==> src/rtl/branch_predictor_if.sv <==
// branch_predictor_if: fetch lookup and decode-stage update bus of the branch predictor.
// master = pipeline side driving lookups/updates, slave = predictor.
interface branch_predictor_if;
    logic [15:0] PC_curr;
    logic [15:0] IF_ID_PC_curr;
    logic        wen_BHT;
    logic        wen_BTB;
    logic        actual_taken;
    logic [15:0] actual_target;
    logic        prediction;
    logic [15:0] predicted_target;

    modport master (
        output PC_curr, IF_ID_PC_curr, wen_BHT, wen_BTB, actual_taken, actual_target,
        input  prediction, predicted_target
    );

    modport slave (
        input  PC_curr, IF_ID_PC_curr, wen_BHT, wen_BTB, actual_taken, actual_target,
        output prediction, predicted_target
    );
endinterface

==> src/rtl/branch_predictor.sv <==
// branch_predictor: 16-entry direct-mapped BHT/BTB with 2-bit saturating counters.
// Optional BRANCH_PREDICTOR_TAG_EN adds an 11-bit PC[15:5] tag per entry to stop aliasing.
module branch_predictor (
    input logic              clk,
    input logic              rst_n,
    branch_predictor_if.slave bp
);
    logic [1:0]  counter [16];
    logic [15:0] target  [16];
    logic        valid   [16];
    logic [3:0]  rd_idx;
    logic [3:0]  wr_idx;
    logic        hit;
    logic [1:0]  cur_cnt;
    logic [1:0]  nxt_cnt;

    assign rd_idx = bp.PC_curr[4:1];
    assign wr_idx = bp.IF_ID_PC_curr[4:1];

`ifdef BRANCH_PREDICTOR_TAG_EN
    logic [10:0] tag [16];
    logic        unused_bits;
    assign unused_bits = bp.PC_curr[0] ^ bp.IF_ID_PC_curr[0];
    assign hit = tag[rd_idx] == bp.PC_curr[15:5];
`else
    logic unused_bits;
    assign unused_bits = ^{bp.PC_curr[15:5], bp.PC_curr[0], bp.IF_ID_PC_curr[15:5], bp.IF_ID_PC_curr[0]};
    assign hit = 1'b1;
`endif

    // Lookup reads pre-edge array contents, so a same-cycle update is never bypassed.
    always_comb begin
        bp.prediction       = valid[rd_idx] & hit & counter[rd_idx][1];
        bp.predicted_target = (valid[rd_idx] & hit) ? target[rd_idx] : 16'h0000;
    end

    always_comb begin
        cur_cnt = counter[wr_idx];
        nxt_cnt = bp.actual_taken ? ((cur_cnt == 2'b11) ? 2'b11 : cur_cnt + 2'b01)
                                  : ((cur_cnt == 2'b00) ? 2'b00 : cur_cnt - 2'b01);
    end

    always_ff @(posedge clk) begin
        if (!rst_n) begin
            for (int i = 0; i < 16; i++) begin
                counter[i] <= 2'b01;
                target[i]  <= 16'h0000;
                valid[i]   <= 1'b0;
`ifdef BRANCH_PREDICTOR_TAG_EN
                tag[i]     <= 11'h000;
`endif
            end
        end else begin
            if (bp.wen_BHT)
                counter[wr_idx] <= nxt_cnt;
            if (bp.wen_BTB) begin
                target[wr_idx] <= bp.actual_target;
                valid[wr_idx]  <= 1'b1;
`ifdef BRANCH_PREDICTOR_TAG_EN
                tag[wr_idx]    <= bp.IF_ID_PC_curr[15:5];
`endif
            end
        end
    end
endmodule

==> src/flat_wrapper.sv <==
// flat-port wrapper written by rule: the top's interface ports become plain ports
module branch_predictor_flat 
  (clk, rst_n, bp_PC_curr, bp_IF_ID_PC_curr, bp_wen_BHT, bp_wen_BTB, bp_actual_taken, bp_actual_target, bp_prediction, bp_predicted_target);
  branch_predictor_if bp_i ();
  input logic clk;
  input logic rst_n;
  input wire logic [$bits(bp_i.PC_curr)-1:0] bp_PC_curr;
  input wire logic [$bits(bp_i.IF_ID_PC_curr)-1:0] bp_IF_ID_PC_curr;
  input wire logic [$bits(bp_i.wen_BHT)-1:0] bp_wen_BHT;
  input wire logic [$bits(bp_i.wen_BTB)-1:0] bp_wen_BTB;
  input wire logic [$bits(bp_i.actual_taken)-1:0] bp_actual_taken;
  input wire logic [$bits(bp_i.actual_target)-1:0] bp_actual_target;
  output wire logic [$bits(bp_i.prediction)-1:0] bp_prediction;
  output wire logic [$bits(bp_i.predicted_target)-1:0] bp_predicted_target;
  assign bp_i.PC_curr = bp_PC_curr;
  assign bp_i.IF_ID_PC_curr = bp_IF_ID_PC_curr;
  assign bp_i.wen_BHT = bp_wen_BHT;
  assign bp_i.wen_BTB = bp_wen_BTB;
  assign bp_i.actual_taken = bp_actual_taken;
  assign bp_i.actual_target = bp_actual_target;
  assign bp_prediction = bp_i.prediction;
  assign bp_predicted_target = bp_i.predicted_target;
  branch_predictor u_core (.clk(clk), .rst_n(rst_n), .bp(bp_i));
endmodule
==> config.mk <==
export PLATFORM = sky130hd
export DESIGN_NAME = branch_predictor_flat
export DESIGN_NICKNAME = d
export VERILOG_FILES = /design/src/rtl/branch_predictor_if.sv /design/src/rtl/branch_predictor.sv /design/src/flat_wrapper.sv
export SDC_FILE = /design/constraint.sdc
export NUM_CORES = 1
export LEC_CHECK = 0
export CAP_MARGIN = 10
export CORE_UTILIZATION = 65
export CTS_CLUSTER_SIZE = 40
export DETAILED_ROUTE_END_ITERATION = 10
export MAX_ROUTING_LAYER = met4
export PLACE_DENSITY = 0.85
export SLEW_MARGIN = 25
export SYNTH_ARGS = -nofsm -noshare
export SYNTH_HDL_FRONTEND = slang
export SYNTH_SLANG_ARGS = --single-unit
==> constraint.sdc <==
create_clock -name clk -period 5 [get_ports clk]
set_input_delay 0.5 -clock clk [delete_from_list [all_inputs] [get_ports clk]]
set_output_delay 0.5 -clock clk [all_outputs]
set_load 0.1 [all_outputs]
* After elaboration in Yosys (flattened, before gate mapping) *
Memories as Yosys holds them, arrays and structs flattened.
Cells that the tools add are included.

storage, ports and cells
  memories = 3
  logic and storage cells = 31
  memory bits (writable) = 304
  bits in registers = 0
  input port bits = 53
  output and inout bits = 17

operators by class
  muxes and demuxes = 20
  bitwise logic cells = 1
  add/subtract/negate cells = 2
  reductions and logical operators = 4
  equality and inequality tests = 1

memories
  memory          words  bits a word  read ports  clocked after memory_dff  write ports  RTL line                text
  u_core.target   16     16           1           0                         16           branch_predictor.sv:9   logic [15:0] target [16];
  u_core.counter  16     2            2           0                         16           branch_predictor.sv:8   logic [1:0] counter [16];
  u_core.valid    16     1            1           0                         16           branch_predictor.sv:10  logic valid [16];

operators with widths
  operator                                          count
  2-to-1 mux 16 bit                                 2
  OR reduction 16 bit                               1
  2-to-1 mux 4 bit                                  3
  2-to-1 mux 1 bit                                  11
  2-to-1 mux 2 bit                                  4
  adder 2 x 1 -> 2 bit, second input constant       1
  == test 2 bit, second input constant              1
  logical NOT 2 bit                                 1
  OR reduction 2 bit                                1
  subtractor 2 x 1 -> 2 bit, second input constant  1
  AND 1 bit                                         1
  OR reduction 1 bit                                1

* Logic depth before layout (Yosys ltp) *
  depth in word-level cells = 5
  mapped depth = 8
  depth with buffers taken out = 5

* Least setup slack after synthesis *
Ideal clock, no wire load.

  path type = input port to output port
  from = input bp_PC_curr[2]
  to = output bp_predicted_target[0]
  required time = 4500 ps
  buffers on the path = 3
  stages = 6
  data arrival time = 3014 ps
  path slack = 1486 ps
  path through = buf_2 -> clkbuf_1 -> buf_2 -> mux4_2 -> mux4_2 -> nor2b_1

between the ends
  word-level cells in the longest chain between the ends = 2
  elaborated cells between the ends (all ways) = 3
  those cells by class = mux: 1; memory: 2

RTL lines
  item                                                         RTL line                text
  start: declaration                                           flat_wrapper.sv:7       input wire logic [$bits(bp_i.PC_curr)-1:0] bp_PC_curr;
  memory (16 x 16 bit) or memory (16 x 1 bit) (tied branches)  -
  2-to-1 mux 16 bit *                                          branch_predictor.sv:34  bp.predicted_target = (valid[rd_idx] & hit) ? target[rd_idx] : 16'h0000;
  end: declaration                                             flat_wrapper.sv:14      output wire logic [$bits(bp_i.predicted_target)-1:0] bp_predicted_target;

Mark *: on every way between the ends. The rest lies on a longest branch, timed or not.

* Final worst setup path *
  from = input bp_PC_curr[1]
  to = output bp_predicted_target[9]

Same word-level chain as after synthesis.

==> metrics.txt <==
# TYPE chip_impl_metric gauge
chip_impl_info{name="status",value="finished clean"} 1
chip_impl_metric{name="critical_path_arrival",unit="ps"} 3110
chip_impl_metric{name="worst_pin_slew",unit="ps"} 892
chip_impl_metric{name="min_tclk_post_route",unit="ps"} 3610
chip_impl_metric{name="power_density",unit="nW/µm²"} 360
chip_impl_info{name="worstSetupStartpointType",value="input port"} 1
chip_impl_metric{name="power.total",unit="mW"} 5.61
chip_impl_metric{name="layout-area-overhead-vs-synth",unit="%"} 11.2
chip_impl_metric{name="drt_iter0_drcs",unit=""} 814
chip_impl_metric{name="ys_types",unit=""} 32
chip_impl_metric{name="grt_start_max_net_pins",unit=""} 48
chip_impl_metric{name="post_route_cells_drive_above_1_share",unit=""} 0.208
chip_impl_metric{name="grt_pass1_wl",unit="µm"} 45400
chip_impl_metric{name="finalSetupViolations",unit=""} 0
chip_impl_metric{name="first_global_vias",unit=""} 7849
chip_impl_metric{name="routed_wl",unit="µm"} 29700
chip_impl_metric{name="cts.htree.levels",unit=""} 1
chip_impl_metric{name="via_count",unit=""} 7763
chip_impl_metric{name="synthesis.nets",unit=""} 946
chip_impl_metric{name="timing.reg2reg.setup_slack",unit="ps"} 2940
chip_impl_metric{name="p_sw",unit="mW"} 1.27
chip_impl_info{name="rsz0062_at_grt",value="no"} 1
chip_impl_metric{name="maxCapViolations",unit=""} 0
chip_impl_info{name="cts_tree",value="yes"} 1
chip_impl_metric{name="synth_area",unit="µm²"} 14000
chip_impl_metric{name="power.share.sequential",unit=""} 0.527
chip_impl_metric{name="final.setup_skew",unit="ps"} 8.74
chip_impl_metric{name="remaining_drc_errors",unit=""} 0
chip_impl_metric{name="via_per_inst",unit=""} 6.33
chip_impl_metric{name="boundaryPins",unit=""} 70
chip_impl_metric{name="fmax",unit="MHz"} 277
chip_impl_info{name="final_common_cell",value="sky130_fd_sc_hd__edfxtp_1"} 1
chip_impl_metric{name="syn_inst",unit=""} 893
chip_impl_metric{name="fillcell_total",unit=""} 1262
chip_impl_metric{name="vert_die_dim",unit="µm"} 149
chip_impl_metric{name="final_antenna_net_count",unit=""} 0
chip_impl_info{name="layout_common_cells",value="sky130_fd_sc_hd__edfxtp_1 (288), sky130_fd_sc_hd__and2_1 (257), sky130_fd_sc_hd__mux4_2 (94)"} 1
chip_impl_metric{name="drt-pass1-iter-count",unit=""} 5
chip_impl_info{name="hold_path.class",value="register to register"} 1
chip_impl_info{name="cts.root.buffer_cell",value="sky130_fd_sc_hd__clkbuf_16"} 1
chip_impl_metric{name="finalSetupTns",unit="ps"} 0
chip_impl_metric{name="die_w",unit="µm"} 149
chip_impl_metric{name="rows",unit=""} 53
chip_impl_metric{name="worstSkewPairLatency",unit="ps"} 550
chip_impl_metric{name="maxSlewViolCount",unit=""} 0
chip_impl_metric{name="initial_utilization",unit=""} 0.663
chip_impl_metric{name="finish.cell_count_without_fillers",unit=""} 1226
chip_impl_metric{name="cts-root-to-sink-buffers",unit=""} 3
chip_impl_metric{name="postCtsHoldBufs",unit=""} 0
chip_impl_metric{name="required",unit="ps"} 4500
chip_impl_metric{name="final_min_period_over_clock_period",unit=""} 0.721
chip_impl_metric{name="slew_headroom",unit=""} 0.406
chip_impl_metric{name="number_of_buffers_added_by_the_clock_tree_synthesis_step",unit=""} 30
chip_impl_metric{name="post_cts.resized_instances",unit=""} 0
chip_impl_metric{name="ys_ff_latch",unit=""} 304
chip_impl_metric{name="vdd_ir_drop_max",unit="mV"} 0.319
chip_impl_metric{name="cellLeakagePower",unit="nW"} 5.48
chip_impl_metric{name="numClockSinks",unit=""} 304
chip_impl_metric{name="post_cts_buffers",unit=""} 0
chip_impl_metric{name="clk_transition_reported_paths",unit="ps"} 60
chip_impl_metric{name="globalRoute.totalOverflow",unit=""} 0
chip_impl_metric{name="combinationalPowerShare",unit=""} 0.095
chip_impl_metric{name="placed_cells",unit=""} 1169
chip_impl_info{name="crit_path_end_kind",value="output port"} 1
chip_impl_metric{name="detailed_place_hpwl",unit="µm"} 19100
chip_impl_metric{name="placeableCoreArea",unit="µm²"} 21100
chip_impl_metric{name="grt_use_total",unit=""} 0.292
chip_impl_metric{name="syn_area_per_cell",unit="µm²"} 15.7
chip_impl_metric{name="port_buffers",unit=""} 45
chip_impl_metric{name="floorplan.die_area",unit="µm²"} 22100
chip_impl_metric{name="yosysSeqAreaShare",unit=""} 0.641
chip_impl_metric{name="fin_nets",unit=""} 979
chip_impl_metric{name="net_switching_share_of_the_total_power",unit=""} 0.226
chip_impl_info{name="criticalPathCategory",value="input port to output port"} 1
chip_impl_metric{name="ys.warnings.count",unit=""} 0
chip_impl_metric{name="finalHoldViolCount",unit=""} 0
chip_impl_metric{name="timing.critical_path.fanout_max",unit=""} 33
chip_impl_metric{name="routed_wire_length_per_instance",unit="µm"} 24.2
chip_impl_metric{name="internal_power",unit="mW"} 4.34
chip_impl_metric{name="gp_routability_congestion",unit=""} 0.812
chip_impl_metric{name="grt_antenna_before_repair",unit=""} 2
chip_impl_metric{name="share_clk_of_total_power",unit=""} 0.378
## Yosys cell counts (all sizes together)
cell    count  area, µm²
a21o       16        120
a22o        2       17.5
and2      257       1610
and4        1       8.76
buf        23        168
clkbuf     48        181
dfxtp      16        320
edfxtp    288       8650
inv         1       3.75
maj3        2       27.5
mux2        1       11.3
mux2i       1       10.0
mux4       97       2200
nand2      41        154
nand2b      8       50.1
nand3      16       80.1
nand4       2       12.5
nor2       33        126
nor2b      19        119
nor3        5       40.0
o21ai      13       68.8
or2         2       12.5
or3         1       6.26
## state kept, by name, indices dropped and copies added, names as in the netlist
register,flops
u_core.target,256
u_core.counter,32
u_core.valid,16
## kinds of logic (layout without fill, tap and decap cells)
| family | Yosys count | after routing | synth area share |
|---|---|---|---|
| mux | 99 | 99 | 0.158 |
| simple gates | 385 | 385 | 0.158 |
| compound gates | 31 | 31 | 0.0148 |
| other cells | 0 | 2 | 0 |
| buf+inv | 72 | 128 | 0.0252 |
| fa+ha+maj | 2 | 2 | 0.00197 |
| flops | 304 | 304 | 0.641 |
## worst max-delay path, cell delays in order
cell and delay, ps:
sky130_fd_sc_hd__buf_4 530, sky130_fd_sc_hd__mux4_2 640, sky130_fd_sc_hd__mux2_2 300, sky130_fd_sc_hd__o21ai_2 680, sky130_fd_sc_hd__nor2b_1 140, sky130_fd_sc_hd__buf_4 280
## per-layer routing
layer	up-vias	global-route usage	wire, µm
li1	3375	-	-
met1	3955	0.395	11700
met2	392	0.459	14800
met3	41	0.0626	2740
met4	0	0.0706	429
met5	-	-	0
## metrics by stage
stage / setup slack (ps) / utilization / hold WS [ps] / area (µm²)
finish: 1390 / 0.738 / 445 / 15600
global placement: 1360 / 0.692 / 428 / 14600
global route: 1260 / 0.738 / 465 / 15600
CTS: 1360 / 0.737 / 447 / 15500
detailed placement: 1310 / 0.693 / 433 / 14600
floorplan: 1490 / - / 421 / 14000
## worst paths after layout
path | from | endpoint | depth (start not counted)
setup reg to reg | u_core.counter[11][1] | u_core.counter[0][0] | 5
hold / removal | u_core.valid[14] | u_core.valid[14] | 1
setup / recovery | bp_PC_curr[1] | bp_predicted_target[9] | 6
hold reg to reg | u_core.valid[14] | u_core.valid[14] | 1
## cell type report
class	count	area [µm²]	share of cell area
flip-flops and latches	304	8970	0.576
multi-input cells	517	4700	0.302
clock buffers	45	848	0.0545
repair buffers	72	618	0.0397
well taps	275	344	0.0221
clock inverters	10	75.1	0.00483
diodes	2	5.00	0.000322
inverters	1	3.75	0.000241
## power groups by stage
stage / logic (mW) / clock network, mW / registers, mW
floorplan: 0.375 / 0 / 2.99
global placement: 0.514 / 0 / 3.00
detailed placement: 0.524 / 0 / 3.01
CTS: 0.529 / 2.13 / 2.96
global route: 0.556 / 2.23 / 2.97
finish: 0.531 / 2.12 / 2.96
No activity file was read; power rests on OpenSTA's default activity.
